`src/rtl/ula_control_fsm.sv`:
```
// ula_control_fsm
//   Multi-cycle control unit for the shared ULA/register-file datapath.
//   It captures a 9-bit instruction from DIN when Run is high in T0. It then
//   steps through T1..T3, driving one datapath action per clock, and pulses
//   Done when the instruction retires.
//
// Ports
//   Clock      in   rising-edge clock
//   Resetn     in   asynchronous active-low reset
//   Run        in   start request, sampled only in T0
//   DIN        in   instruction word (T0) / immediate source (mvi, T1)
//   IRin       out  instruction-register load strobe
//   Rin        out  one-hot register write enable R0..R7
//   Rout       out  one-hot register bus drive select R0..R7
//   Ain        out  load ULA operand register A from the bus
//   Gin        out  load result register G from the ULA
//   Gout       out  G drives the bus
//   DINout     out  DIN drives the bus
//   sinal_ULA  out  ULA op: 000 add, 001 sub, 010 or, 011 slt, 100 sll, 101 srl
//   Done       out  one-cycle instruction retire strobe
//   Busy       out  high in every state other than T0
module ula_control_fsm #(
  parameter int DATA_W = 16,
  parameter int IR_LSB = 0
) (
  input  logic              Clock,
  input  logic              Resetn,
  input  logic              Run,
  input  logic [DATA_W-1:0] DIN,
  output logic              IRin,
  output logic [7:0]        Rin,
  output logic [7:0]        Rout,
  output logic              Ain,
  output logic              Gin,
  output logic              Gout,
  output logic              DINout,
  output logic [2:0]        sinal_ULA,
  output logic              Done,
  output logic              Busy
);

  typedef enum logic [1:0] {
    T0 = 2'b00,
    T1 = 2'b01,
    T2 = 2'b10,
    T3 = 2'b11
  } state_t;

  localparam logic [2:0] OP_MV  = 3'b000;
  localparam logic [2:0] OP_MVI = 3'b001;

  state_t     state;
  state_t     state_next;
  logic [8:0] ir;
  logic [2:0] op;
  logic [2:0] rx;
  logic [2:0] ry;
  logic [7:0] sel_x;
  logic [7:0] sel_y;
  logic       din_unused;

  assign op    = ir[8:6];
  assign rx    = ir[5:3];
  assign ry    = ir[2:0];
  assign sel_x = 8'b0000_0001 << rx;
  assign sel_y = 8'b0000_0001 << ry;

  // Only the instruction field of DIN is consumed here; the rest goes to the bus.
  assign din_unused = ^DIN;

  always_ff @(posedge Clock or negedge Resetn) begin
    if (!Resetn) begin
      state <= T0;
      ir    <= '0;
    end else begin
      state <= state_next;
      if (state == T0 && Run) begin
        ir <= DIN[IR_LSB +: 9];
      end
    end
  end

  always_comb begin
    state_next = state;
    IRin       = 1'b0;
    Rin        = '0;
    Rout       = '0;
    Ain        = 1'b0;
    Gin        = 1'b0;
    Gout       = 1'b0;
    DINout     = 1'b0;
    sinal_ULA  = '0;
    Done       = 1'b0;
    Busy       = (state != T0);

    case (state)
      T0: begin
        // Gated by Resetn so that every output stays low while reset is held.
        IRin = Run && Resetn;
        if (Run) begin
          state_next = T1;
        end
      end
      T1: begin
        if (op == OP_MV) begin
          Rout       = sel_y;
          Rin        = sel_x;
          Done       = 1'b1;
          state_next = T0;
        end else if (op == OP_MVI) begin
          DINout     = 1'b1;
          Rin        = sel_x;
          Done       = 1'b1;
          state_next = T0;
        end else begin
          Rout       = sel_x;
          Ain        = 1'b1;
          state_next = T2;
        end
      end
      T2: begin
        Rout       = sel_y;
        Gin        = 1'b1;
        // ULA opcodes start at 010, so the ULA code is the op offset from add.
        sinal_ULA  = op - 3'b010;
        state_next = T3;
      end
      T3: begin
        Gout       = 1'b1;
        Rin        = sel_x;
        Done       = 1'b1;
        state_next = T0;
      end
      default: begin
        state_next = T0;
      end
    endcase
  end

endmodule

```
`config.mk`:
```
export PLATFORM = sky130hd
export DESIGN_NAME = ula_control_fsm
export DESIGN_NICKNAME = d
export VERILOG_FILES = /design/src/rtl/ula_control_fsm.sv
export SDC_FILE = /design/constraint.sdc
export NUM_CORES = 1
export LEC_CHECK = 0
export BUFFER_PORTS_ARGS = -buffer_cell sky130_fd_sc_hd__buf_2
export CORE_UTILIZATION = 40
export CTS_CLUSTER_DIAMETER = 120
export DETAILED_ROUTE_END_ITERATION = 8
export GPL_ROUTABILITY_DRIVEN = 0
export GPL_TIMING_DRIVEN = 0
export PLACE_DENSITY = 0.76
export SETUP_SLACK_MARGIN = 0.15
export SLEW_MARGIN = 20
export SYNTH_ARGS = -nofsm -noshare
export SYNTH_HDL_FRONTEND = slang
export SYNTH_SLANG_ARGS = --single-unit
```
`constraint.sdc`:
```
create_clock -name Clock -period 2.4 [get_ports Clock]
set_clock_uncertainty 0.2 [all_clocks]
set_input_delay 0.24 -clock Clock [delete_from_list [all_inputs] [get_ports Clock]]
set_output_delay 0.24 -clock Clock [all_outputs]
set_load 0.005 [all_outputs]
```
==> results of run 1 <==
[repair_timing]
| item | CTS | global route |
|---|---|---|
| hold buffers | 1 | 0 |
| pin swaps | 0 | 3 |
| buffers inserted | 2 | 4 |
| setup endpoints to repair | 4 | 16 |
| endpoints found under the hold margin | 11 | 0 |
| resized for setup | 8 | 7 |
[cells in the mapped netlist]
master / count / area, µm²
a21oi_1: 1 / 5.000
o22ai_1: 4 / 25.02
or3b_1: 1 / 8.760
ha_1: 4 / 50.05
xnor2_1: 1 / 8.760
nor2_1: 11 / 41.29
nand3_1: 2 / 10.01
nand2_1: 2 / 7.510
mux2_2: 10 / 112.6
nor4b_2: 1 / 15.01
nor2b_1: 1 / 6.260
nand2b_1: 1 / 6.260
o21a_1: 1 / 7.510
nand3b_1: 3 / 22.52
or2b_1: 1 / 7.510
o21bai_1: 1 / 7.510
dfrtp_1: 11 / 275.3
inv_1: 3 / 11.26
or2_2: 2 / 12.51
o21ai_0: 3 / 15.01
o32ai_1: 4 / 35.03
and3_1: 1 / 6.260
nor3b_1: 1 / 7.510
and2_1: 3 / 18.77
[flip-flops by register name (all words and copies together) (netlist names), named ones only]
register / count
ir: 9
state: 1
[cell usage in the layout (no fill, tap or decap), types with 2 or more instances in the layout]
cell and count:
o22ai_1 3, mux2_2 10, buf_4 6, and2_1 3, o21ai_1 2, nand2_1 2
clkbuf_4 3, nand3b_1 3, inv_2 2, ha_1 2, nand3_1 2, buf_2 37
o32ai_2 3, nor2_1 10, or2_2 2, dfrtp_1 11
[stage by stage]
| stage | hold WS, ns | worst slack [ns] |
|---|---|---|
| after floorplan | -0.2556 | 0.5469 |
| after global placement | -0.08242 | 0.3384 |
| after detailed placement | -0.08298 | 0.3077 |
| after CTS | 0.007079 | 0.1363 |
| after global routing | 0.007259 | 0.07601 |
| final | 0.01558 | 0.1528 |
[cell type report]
type / instances / area share (%)
Timing Repair Buffer: 44 / 22.07
Clock buffer: 4 / 2.414
Multi-Input combinational cell: 59 / 46.32
Inverter: 3 / 1.034
Tap cell: 25 / 2.874
Sequential cell: 11 / 25.29
[metal layers]
| metal | wire length [µm] | vias to the layer above |
|---|---|---|
| met3 | 87 | 8 |
| li1 | - | 367 |
| met5 | 0 | - |
| met1 | 771 | 345 |
| met4 | 76 | 0 |
| met2 | 1046 | 37 |
[logic make-up after synthesis]
family	Yosys count	synth area share (%)
adders and majority gates	4	6.921
and+or+nand+nor	30	23.53
muxes	10	15.57
DFF	11	38.06
xor gates and xnor gates	1	1.211
buffers and inverters	3	1.557
AOI/OAI and AO/OA	14	13.15
[critical path, cell delays in order (launching register included)]
cell     delay [ns]
dfrtp_1        0.41
inv_2          0.10
ha_2           0.20
nor4b_4        0.30
o21ai_1        0.21
o22ai_1        0.20
buf_2          0.14
[power breakdown]
| part | leakage [nW] | internal [mW] | switching [mW] |
|---|---|---|---|
| Combinational | 0.392 | 0.444 | 0.379 |
| Clock | 0.0150 | 0.0639 | 0.0500 |
| Sequential | 0.131 | 0.280 | 0.147 |
[worst min path at each step]
stage	cells after the start	start	slack, ns	endpoint
after CTS	2	DIN[7]	0.007	ir[7]
after global placement	1	Resetn	-0.08	ir[3]
final	2	DIN[5]	0.02	ir[5]
after global routing	2	DIN[3]	0.007	ir[3]
after detailed placement	1	Resetn	-0.08	ir[3]
after floorplan	0	Resetn	-0.26	async pin
==> metrics.txt, run 1 <==
status finished, final reports clean; P&R area growth vs syn 50.52%; CP Data Required Time 1.96 ns; Critical Path Fanout Max 4; vias 757; register area 275.3 µm²; FF-to-FF End ir[0]; DRC 0; Max Slew Vio Count 0; nature of the critical path startpoint register; initial antenna violation count 0; synth warn 0; die height approximately 45 µm; Via density roughly 5.2; Mapped Cells 73; FF+latch count, synth 11; met3 GRT Util under 10%; slew margin rel. 74.09%; RSZ-0062 raised after global routing true; Worst-path clk slew about 0.06 ns; placed cell count approximately 140; first-pass GRT wire length 2870 µm; R2R depth 4; Final ANT Viol Nets 0; fin area 1089 µm²; row count 15; fillers 145; busiest grt layer met2; Post-Syn Nets 96; synth unique cells 24; nets@finish roughly 150; placement-stage cell area ~940 µm²; Multi-input gate area 504.2 µm²; CP Capture Type output port; Core Box Area 1708 µm²; Final Hold Fails 0; Num CTS Buffers 3; Detailed Route WL 1981 µm; Final Power 1.363 mW; critical path arrival 1.81 ns; HPWL Detailed ~1400 µm; post-synthesis cell area 723.2 µm²; met1 GRT Util roughly 25%; drt initial violations 12; worst vdd ir 0.7566 mV; # IOs 45; min Tclk post-route about 2.2 ns; Power per Cell Area about 1300 nW/µm²; clock latency on the worst-skew pair approximately 0.25 ns; largest net degree at the start of global routing 13; CTS Buffer Depth 2; Hold Path Class primary input to register; LEAKAGE 0.5374 nW; I/O Buffers 37; kind of critical path register to output port; Die X-Extent 44.52 µm; Setup violations, final 0; die area 1982 µm²; CP endpoint Rout[7]; Antenna diodes 0; reg2reg setup slack 0.76 ns; vias in the first global route 644; Tot GR Track Use 20.38%; CTS tree built; Max Freq 0.4450 GHz; GR Overflow Total 0; Worst-Margin Slew 0.3861 ns; Post-Route Utilization 63.74%; Max H-tree Level 1; clock sinks 11; Final Cycle Share 93.63%; sequential area share after synthesis between 30% and 40%; share of cells above drive strength 1 57.85%; setup_tns 0 ns; Initial Util 42.34%; Syn Area/Cell 9.907 µm²; grt met2 use between 30% and 40%; Finished Layout Cells 146; drt pass-1 iters 4; routed length per instance 13.57 µm; max-cap viol count 0; CTS root buffer clkbuf_4
Power figures use the tool's default switching activity.
==> run 2, diff against run 1 <==
--- a/config.mk
+++ b/config.mk
@@ -6,12 +6,12 @@
 export NUM_CORES = 1
 export LEC_CHECK = 0
 export BUFFER_PORTS_ARGS = -buffer_cell sky130_fd_sc_hd__buf_2
-export CORE_UTILIZATION = 40
+export CORE_UTILIZATION = 44
 export CTS_CLUSTER_DIAMETER = 120
 export DETAILED_ROUTE_END_ITERATION = 8
 export GPL_ROUTABILITY_DRIVEN = 0
 export GPL_TIMING_DRIVEN = 0
-export PLACE_DENSITY = 0.76
+export PLACE_DENSITY = 0.82
 export SETUP_SLACK_MARGIN = 0.15
 export SLEW_MARGIN = 20
 export SYNTH_ARGS = -nofsm -noshare
==> run 2 against run 1 <==
Die area shrank 8.7%. Total power shrank 6.2%. Critical path depth is the same. Clock power grew 6%. Largest cell class unchanged. Largest power group unchanged.
==> metrics.txt, run 2 (synthesized netlist as in run 1, its figures left out) <==
status finished, final reports clean; Multi-input gate area 486.7 µm² (-3.5%); row count 14 (-1); Hold Path Class primary input to register; Critical Path Fanout Max 5 (+1); clock latency on the worst-skew pair 0.26 ns (about the same); Max Slew Vio Count 0 (unchanged); critical path arrival 1.86 ns (+0.05 ns); nets@finish 148 (+2.1%); I/O Buffers 37 (unchanged); Setup violations, final 0 (unchanged); die area 1810 µm² (-8.7%); GR Overflow Total 0 (unchanged); routed length per instance 13.93 µm (+2.7%); fillers 118 (-19%); Die X-Extent 42.54 µm (-4.4%); vias in the first global route 731 (+14%); drt initial violations 15 (+3); most common cell after layout, fill and taps aside buf_2; Antenna diodes 0 (unchanged); Final Power 1.279 mW (-6.2%); initial antenna violation count 0 (unchanged); worst vdd ir 0.7368 mV (-2.6%); RSZ-0062 raised after global routing true; Max Freq 0.4354 GHz (-2.2%); largest net degree at the start of global routing 13 (unchanged); Via density 5.543 (+6.9%); CTS root buffer clkbuf_4; Max H-tree Level 1 (unchanged); kind of critical path register to output port; Final ANT Viol Nets 0 (unchanged); min Tclk post-route 2.297 ns (+0.04976 ns); Tot GR Track Use 23.40% (+3.0 points); first-pass GRT wire length 3070 µm (+7.0%); CTS tree built; placed cell count 126 (-6.7%); # IOs 45 (unchanged); register area 275.3 µm² (unchanged); LEAKAGE 0.5395 nW (+0.37%); Power per Cell Area 1163 nW/µm² (-7.2%); P&R area growth vs syn 52.08%; register with the most flip-flops ir; nature of the critical path startpoint register; Worst-path clk slew 0.07 ns (about the same); Core Box Area 1524 µm² (-11%); CP Data Required Time 1.96 ns (about the same); HPWL Detailed 1362 µm (-4.5%); top flop regs ir x9, state x1; drt pass-1 iters 4 (unchanged); DRC 0 (unchanged); Largest register FFs 9 (unchanged); slew margin rel. 70.23% (-3.9 points); Post-Route Utilization 72.17% (+8.4 points); Finished Layout Cells 140 (-4.1%); Initial Util 47.45% (+5.1 points); setup_tns 0 ns (unchanged); Num CTS Buffers 3 (unchanged); share of cells above drive strength 1 51.61% (-6.2 points); CTS Buffer Depth 2 (unchanged); Worst-Margin Slew 0.4419 ns (+0.05581 ns); clock sinks 11 (unchanged); Detailed Route WL 1950 µm (-1.6%); vias 776 (+2.5%); most frequent cells in the layout buf_2, dfrtp_1, nor2_1, mux2_2, dlygate4sd3_1; reg2reg setup slack 0.74 ns (-0.02 ns); die height 42.54 µm (-4.4%); CP Capture Type output port; Final Hold Fails 0 (unchanged); Final Cycle Share 95.71% (+2.1 points); max-cap viol count 0 (unchanged)
==> run 2: changes by cell type in the layout (fill, tap and decap cells not counted), sizes merged <==
cell,change
dlygate4sd3,+7
buf,-4
==> run 2: worst paths after layout <==
path                           from        to  cells past startpoint
min in group asynchronous    Resetn     ir[3]                      2
setup / recovery           state[0]   Rout[1]                      6
hold / removal               DIN[0]     ir[0]                      2
hold reg to reg               ir[4]     ir[4]                      1
setup reg to reg           state[0]     ir[1]                      4
max in group asynchronous    Resetn  state[0]                      2
==> run 2: critical path, cell delays in order (launching register included) <==
cell and delay [ns]:
dfrtp_1 0.43, buf_4 0.16, ha_2 0.19, nor4b_4 0.13, o21ai_0 0.38, o22ai_1 0.14, buf_2 0.16
==> run 2: stage by stage <==
stage          worst slack (ns)  hold WS (ns)  area [µm²]
2_1_floorplan            0.5469       -0.2556       723.2
3_3_place_gp             0.3680      -0.08557       928.4
3_5_place_dp             0.3468      -0.08140       928.4
4_1_cts                  0.1057      0.001019        1061
5_1_grt                -0.05109      0.008147        1100
6_report                 0.1031       0.01278        1100
==> run 2: per-layer routing <==
metal	global-route usage, %	vias to the layer above	share of wire, %
li1	-	368	-
met1	27.20	361	43
met2	39.38	37	50
met3	2.586	10	4.3
met4	16.88	0	2.8
met5	0	-	0
==> run 2: area by class of cell <==
type	instances	area share (%)
Timing Repair Buffer	47	25.48
Multi-Input combinational cell	59	44.26
Tap cell	16	1.820
Sequential cell	11	25.03
Inverter	3	1.024
Clock buffer	4	2.389
==> run 2: power by group <==
part           total (mW)  internal (mW)  switching (mW)  leakage, nW
registers           0.426          0.280           0.146        0.131
logic               0.732          0.390           0.341        0.394
clock network       0.121         0.0642          0.0568       0.0150
==> run 2: timing repair <==
item	in CTS	in global routing
setup buffers	0	2
hold buffers	8	0
endpoints found under the hold margin	18	0
endpoints found under the setup margin	5	14
gates resized for setup	3	8
pin swaps	0	0
